`config.mk`:
```
export PLATFORM = sky130hd
export DESIGN_NAME = touch_event_filter
export DESIGN_NICKNAME = d
export VERILOG_FILES = /design/src/rtl/touch_event_filter.sv
export SDC_FILE = /design/constraint.sdc
export NUM_CORES = 1
export LEC_CHECK = 0
export ABC_CLOCK_PERIOD_IN_PS = 4050
export BUFFER_PORTS_ARGS = -buffer_cell sky130_fd_sc_hd__buf_2
export CAP_MARGIN = 10
export CORE_MARGIN = 2
export CORE_UTILIZATION = 60
export CTS_BUF_LIST = sky130_fd_sc_hd__clkbuf_16
export DETAILED_ROUTE_END_ITERATION = 6
export PLACE_DENSITY = 0.91
export RECOVER_POWER = 100
export SYNTH_ARGS = -nofsm -noshare
export SYNTH_HDL_FRONTEND = slang
export SYNTH_SLANG_ARGS = --single-unit
export TNS_END_PERCENT = 5
```
`constraint.sdc`:
```
create_clock -name cclk -period 4.05 [get_ports cclk]
set_input_delay 0.81 -clock cclk [delete_from_list [all_inputs] [get_ports cclk]]
set_output_delay 0.81 -clock cclk [all_outputs]
set_load 0.05 [all_outputs]
```
`src/rtl/touch_event_filter.sv`:
```
// touch_event_filter: touchpad sample conditioning.
// Clamp/offset X/Y, debounce pressure, 4-tap average.
module touch_event_filter #(
  parameter logic [11:0] Z_THRESH    = 12'h100,
  parameter logic [11:0] X_MIN       = 12'h090,
  parameter logic [11:0] X_MAX       = 12'h7D5,
  parameter logic [11:0] Y_MIN       = 12'h060,
  parameter logic [11:0] Y_MAX       = 12'h750,
  parameter int          SHIFT       = 2,
  parameter int          PRESS_CNT   = 3,
  parameter int          RELEASE_CNT = 2
) (
  input  logic        cclk,
  input  logic        rstb,
  input  logic        sample_valid,
  input  logic [11:0] raw_x,
  input  logic [11:0] raw_y,
  input  logic [11:0] raw_z,
  output logic [8:0]  x,
  output logic [8:0]  y,
  output logic        coord_valid,
  output logic        touching,
  output logic        press_pulse,
  output logic        release_pulse
);

  typedef enum logic [1:0] {
    IDLE,
    PRESS_PEND,
    TOUCHING,
    RELEASE_PEND
  } state_t;

  typedef struct packed {
    logic       hit;
    logic [8:0] ax;
    logic [8:0] ay;
  } s1_t;

  localparam logic [3:0] PCNT = PRESS_CNT[3:0];
  localparam logic [3:0] RCNT = RELEASE_CNT[3:0];

  logic [11:0] cx;
  logic [11:0] cy;
  logic [11:0] dx;
  logic [11:0] dy;
  s1_t         s1_d;
  s1_t         s1_q;
  logic        s1_valid;

  state_t      state_q;
  state_t      state_n;
  logic [3:0]  cnt_q;
  logic [3:0]  cnt_n;
  logic [3:0]  cnt_inc;
  logic [3:0][8:0] hx_q;
  logic [3:0][8:0] hx_n;
  logic [3:0][8:0] hy_q;
  logic [3:0][8:0] hy_n;
  logic [10:0] sum_x;
  logic [10:0] sum_y;
  logic [8:0]  x_n;
  logic [8:0]  y_n;
  logic        cv_n;
  logic        touch_n;
  logic        pp_n;
  logic        rp_n;

  // Clamp into the panel window, remove offset, scale down.
  always_comb begin
    cx = raw_x;
    cy = raw_y;
    if (raw_x < X_MIN) cx = X_MIN;
    else if (raw_x > X_MAX) cx = X_MAX;
    if (raw_y < Y_MIN) cy = Y_MIN;
    else if (raw_y > Y_MAX) cy = Y_MAX;
    dx = cx - X_MIN;
    dy = cy - Y_MIN;
    s1_d.ax  = 9'(dx >> SHIFT);
    s1_d.ay  = 9'(dy >> SHIFT);
    s1_d.hit = (raw_z >= Z_THRESH);
  end

  // Stage 1 register: capture the conditioned sample.
  always_ff @(posedge cclk or negedge rstb) begin
    if (!rstb) begin
      s1_q     <= '0;
      s1_valid <= 1'b0;
    end else begin
      s1_valid <= sample_valid;
      if (sample_valid) s1_q <= s1_d;
    end
  end

  // Running sum of the new sample and the three newest slots.
  always_comb begin
    sum_x = {2'b00, s1_q.ax}
          + {2'b00, hx_q[0]}
          + {2'b00, hx_q[1]}
          + {2'b00, hx_q[2]};
    sum_y = {2'b00, s1_q.ay}
          + {2'b00, hy_q[0]}
          + {2'b00, hy_q[1]}
          + {2'b00, hy_q[2]};
  end

  assign cnt_inc = cnt_q + 4'd1;

  // Debounce FSM plus history/averaging next-state logic.
  always_comb begin
    state_n = state_q;
    cnt_n   = cnt_q;
    hx_n    = hx_q;
    hy_n    = hy_q;
    x_n     = x;
    y_n     = y;
    cv_n    = 1'b0;
    touch_n = touching;
    pp_n    = 1'b0;
    rp_n    = 1'b0;
    if (s1_valid) begin
      unique case (state_q)
        IDLE: begin
          if (s1_q.hit) begin
            state_n = PRESS_PEND;
            cnt_n   = 4'd1;
          end
        end
        PRESS_PEND: begin
          if (!s1_q.hit) begin
            state_n = IDLE;
            cnt_n   = 4'd0;
          end else if (cnt_inc == PCNT) begin
            state_n = TOUCHING;
            cnt_n   = 4'd0;
            pp_n    = 1'b1;
            touch_n = 1'b1;
            hx_n    = {4{s1_q.ax}};
            hy_n    = {4{s1_q.ay}};
            x_n     = s1_q.ax;
            y_n     = s1_q.ay;
            cv_n    = 1'b1;
          end else begin
            cnt_n = cnt_inc;
          end
        end
        TOUCHING: begin
          if (s1_q.hit) begin
            hx_n = {hx_q[2:0], s1_q.ax};
            hy_n = {hy_q[2:0], s1_q.ay};
            x_n  = 9'(sum_x >> 2);
            y_n  = 9'(sum_y >> 2);
            cv_n = 1'b1;
          end else begin
            state_n = RELEASE_PEND;
            cnt_n   = 4'd1;
          end
        end
        RELEASE_PEND: begin
          if (s1_q.hit) begin
            state_n = TOUCHING;
            cnt_n   = 4'd0;
            hx_n    = {hx_q[2:0], s1_q.ax};
            hy_n    = {hy_q[2:0], s1_q.ay};
            x_n     = 9'(sum_x >> 2);
            y_n     = 9'(sum_y >> 2);
            cv_n    = 1'b1;
          end else if (cnt_inc == RCNT) begin
            state_n = IDLE;
            cnt_n   = 4'd0;
            rp_n    = 1'b1;
            touch_n = 1'b0;
          end else begin
            cnt_n = cnt_inc;
          end
        end
        default: begin
          state_n = IDLE;
          cnt_n   = 4'd0;
        end
      endcase
    end
  end

  // Stage 2 register: FSM, history and outputs.
  always_ff @(posedge cclk or negedge rstb) begin
    if (!rstb) begin
      state_q       <= IDLE;
      cnt_q         <= 4'd0;
      hx_q          <= '0;
      hy_q          <= '0;
      x             <= 9'd0;
      y             <= 9'd0;
      coord_valid   <= 1'b0;
      touching      <= 1'b0;
      press_pulse   <= 1'b0;
      release_pulse <= 1'b0;
    end else begin
      state_q       <= state_n;
      cnt_q         <= cnt_n;
      hx_q          <= hx_n;
      hy_q          <= hy_n;
      x             <= x_n;
      y             <= y_n;
      coord_valid   <= cv_n;
      touching      <= touch_n;
      press_pulse   <= pp_n;
      release_pulse <= rp_n;
    end
  end

endmodule

```
==> results.sh <==
export IMPL_synth_mux_area_share_pct=1.52
export IMPL_crit_slowest_cell="nand3_1"
export IMPL_critPathCaptureType="register"
export IMPL_synth_compound_area_share_pct=20.5
export IMPL_synth_warning_count=0
export IMPL_grt_antenna_before_repair=0
export IMPL_clk_pin_slew_ps=70
export IMPL_synthXorXnorAreaFrac_pct=1.58
export IMPL_drc=0
export IMPL_clk_latency_ps=350
export IMPL_io_pins=61
export IMPL_hold_viol_final=0
export IMPL_postCtsResizedCells=0
export IMPL_wl_met1_microns=6240
export IMPL_holdWs_ps=494
export IMPL_r2r_slack_ps=450
export IMPL_grt_pass1_wl_microns=26700
export IMPL_grt_pass1_vias=5777
export IMPL_synth_simple_area_share_pct=13.5
export IMPL_syn_avg_cell_area_sq_um=9.30
export IMPL_drt_iter0_markers=535
export IMPL_synth_top_family_by_area="compound AO/OA/AOI/OAI gates"
export IMPL_path_class="register to register"
export IMPL_routed_wl_microns=16200
export IMPL_max_stage_delay_ps=940
export IMPL_synth_edff_count=0
export IMPL_ant_nets=0
export IMPL_syn_inst=716
export IMPL_max_cap_viol_count=4
export IMPL_num_vias=5597
export IMPL_synth_seq_area_share_pct=38.3
export IMPL_finalMaxSlewViolations=135
export IMPL_maxSlewHeadroom_pct=-16.9
export IMPL_clkSinkCount=102
export IMPL_globalRoute_totalOverflow=0
export IMPL_cp_arrival_ps=3750
export IMPL_fmax_ghz=0.278
export IMPL_fin_crit_sh_pct=89.0
export IMPL_drive_above_1_share_pct=6.86
export IMPL_worstPathMaxFanout=19
export IMPL_die_y_microns=109
export IMPL_port_buffers=51
export IMPL_r2r_cells=6
export IMPL_core_sq_mm=0.0108
export IMPL_routedWlPerCell_microns=18.1
export IMPL_clock_root_buffer="clkbuf_16"
export IMPL_antenna_cells=0
export IMPL_dieWidth_microns=109
export IMPL_timing_setup_tns_ps=0
export IMPL_async_flop_share_pct=100
export IMPL_gp_congestion=0.932
export IMPL_violations="capacitance limit, slew limit"
export IMPL_worstReg2RegEnd="hy_q[24]$_DFFE_PN0P_"
export IMPL_wl_met2_microns=8310
export IMPL_worstMarginPinSlew_ps=1740
export IMPL_hold_path_class="register to register"
export IMPL_track_usage_pct=29.0
export IMPL_synthFlopType="dfrtp_1"
export IMPL_rr_startpoint="cnt_q[0]$_DFFE_PN0P_"
export IMPL_cts_buffers=9
export IMPL_place_hpwl_microns=11300
export IMPL_ctsHoldBuffers=0
export IMPL_fin_crit_ps=3600
export IMPL_syn_nets=812
export IMPL_grt_max_degree=65
export IMPL_cts_tree="done"
export IMPL_critPathRequiredTime_ps=4190
export IMPL_ys_types=63
export IMPL_worstPathCellList="ha_1 > nor3_1 > a41o_1 > nand3_1 > o21ai_0 > a221oi_1"
export IMPL_area_growth_syn_to_layout_pct=7.25
export IMPL_skew_ps=8.11
export IMPL_routed_top_layer="met4"
export IMPL_grt_setup_unrepaired="false"
export IMPL_setup_viol=0
export IMPL_cts_max_path_buffers=2
export IMPL_post_cts_buffers=0
export IMPL_nNetsFinal=850
export IMPL_setup_worst_path_end="hy_q[24]$_DFFE_PN0P_"
export IMPL_syn_area_sq_mm=0.00666
export IMPL_die_area_sq_mm=0.0120
export IMPL_status="finished with violations"
export IMPL_first_pass_iters=7
export IMPL_htreeDepth=3
export IMPL_worstSetupStartpoint="cnt_q[0]$_DFFE_PN0P_"
export IMPL_yosys_area_share_adder_pct=14.8
export IMPL_start_util_pct=61.4
export IMPL_rows=38
export IMPL_crit_path_start_kind="register"
export IMPL_synth_seq_cells=102
export IMPL_vias_per_cell=6.23
export IMPL_dr_wl_met3_microns=1160
==> cell usage after synthesis (3+ instances only) <==
master      n  area share, %
a211o_1     5           0.66
a211oi_1    4           0.45
a21o_1      8           0.90
a21oi_1    33            2.5
a221oi_1   16            2.1
a22oi_1    16            1.8
a31oi_1    10           0.94
and2_1      4           0.38
buf_2       7           0.53
buf_6       6            1.0
clkbuf_1   12           0.68
clkbuf_8    3           0.62
dfrtp_1   102             38
fa_1       36             11
ha_1       21            3.9
inv_1     117            6.6
mux2i_1     6           0.90
nand2_1    58            3.3
nand2b_1    4           0.38
nand3_1    22            1.7
nand4_1     9           0.85
nand4b_1    3           0.39
nor2_1     49            2.8
nor3_1     11           0.83
nor4_1      8           0.75
o211ai_1   17            1.9
o21a_1      5           0.56
o21ai_0    35            2.6
o21ai_1    21            1.6
o22a_1      5           0.66
o22ai_1    10           0.94
o31a_1      3           0.39
o31ai_1     3           0.34
xnor2_1     9            1.2
xor2_1      3           0.39
==> worst min path at each step <==
stage                        startpoint                   to  cells after the start  slack, ps
floorplan           s1_q[2]$_DFFE_PN0P_  hy_q[2]$_DFFE_PN0P_                      2        460
global placement    s1_q[8]$_DFFE_PN0P_  hy_q[8]$_DFFE_PN0P_                      2        470
detailed placement  s1_q[8]$_DFFE_PN0P_  hy_q[8]$_DFFE_PN0P_                      2        480
CTS                 s1_q[8]$_DFFE_PN0P_  hy_q[8]$_DFFE_PN0P_                      2        500
global route        s1_q[8]$_DFFE_PN0P_  hy_q[8]$_DFFE_PN0P_                      2        530
finish              s1_q[8]$_DFFE_PN0P_  hy_q[8]$_DFFE_PN0P_                      2        490
==> critical path, delay by kind of cell (launching register included) <==
family / cells / cell delay [ps]
compound gates: 3 / 1360
simple gates: 2 / 1240
flops: 1 / 470
fa+ha+maj: 1 / 320
==> registers in the layout, summed over array words and instances (netlist names), named ones only <==
signal / flops
press_pulse: 1
x: 9
release_pulse: 1
coord_valid: 1
hx_q: 27
state_q: 1
cnt_q: 4
s1_valid: 1
hy_q: 27
touching: 1
s1_q: 19
y: 9
==> per-layer routing <==
metal | vias to the layer above | global-route usage (%)
met4 | 0 | 13.4
met1 | 2748 | 35.0
li1 | 2552 | -
met2 | 252 | 49.4
met5 | - | 0
met3 | 45 | 6.58
==> layout make-up <==
cell class | count | area [sq um]
Timing Repair Buffer | 58 | 258
Clock buffer | 9 | 225
Multi-Input combinational cell | 465 | 3410
Sequential cell | 102 | 2550
Clock inverter | 6 | 78.8
Fill cell | 846 | 3700
Inverter | 118 | 443
Tap cell | 140 | 175
==> cells in the final DEF, fill, tap and decap left out, drive strengths merged, types with 6 or more instances in the layout <==
cell / instances
inv: 118
dfrtp: 102
nand2: 58
o21ai: 56
nor2: 50
clkbuf: 40
fa: 36
a21oi: 33
buf: 27
nand3: 23
ha: 21
o211ai: 17
a221oi: 17
a22oi: 16
nor3: 12
o22ai: 10
a31oi: 10
nand4: 10
xnor2: 9
nor4: 9
a21o: 8
mux2i: 6
==> metrics by stage <==
stage / instance area (sq um) / util, % / std cells / setup WS, ps
final: 7140 / 65.9 / 898 / 447
after global routing: 7140 / 65.9 / 898 / 362
after CTS: 7240 / 66.8 / 898 / 781
after detailed placement: 6930 / 64.0 / 883 / 811
after global placement: 6930 / 64.0 / 883 / 849
after floorplan: 6660 / - / 716 / 1020
==> logic make-up (layout without fill, tap and decap cells) <==
family,Yosys count,in the layout
and+or+nand+nor,183,183
AOI/OAI and AO/OA,204,204
xor gates and xnor gates,12,12
muxes,9,9
adders and majority gates,57,57
buffers and inverters,149,191
DFF,102,102
Power is not shown: default switching activity piles up to over one toggle a cycle in this logic, so the estimate is an artifact.
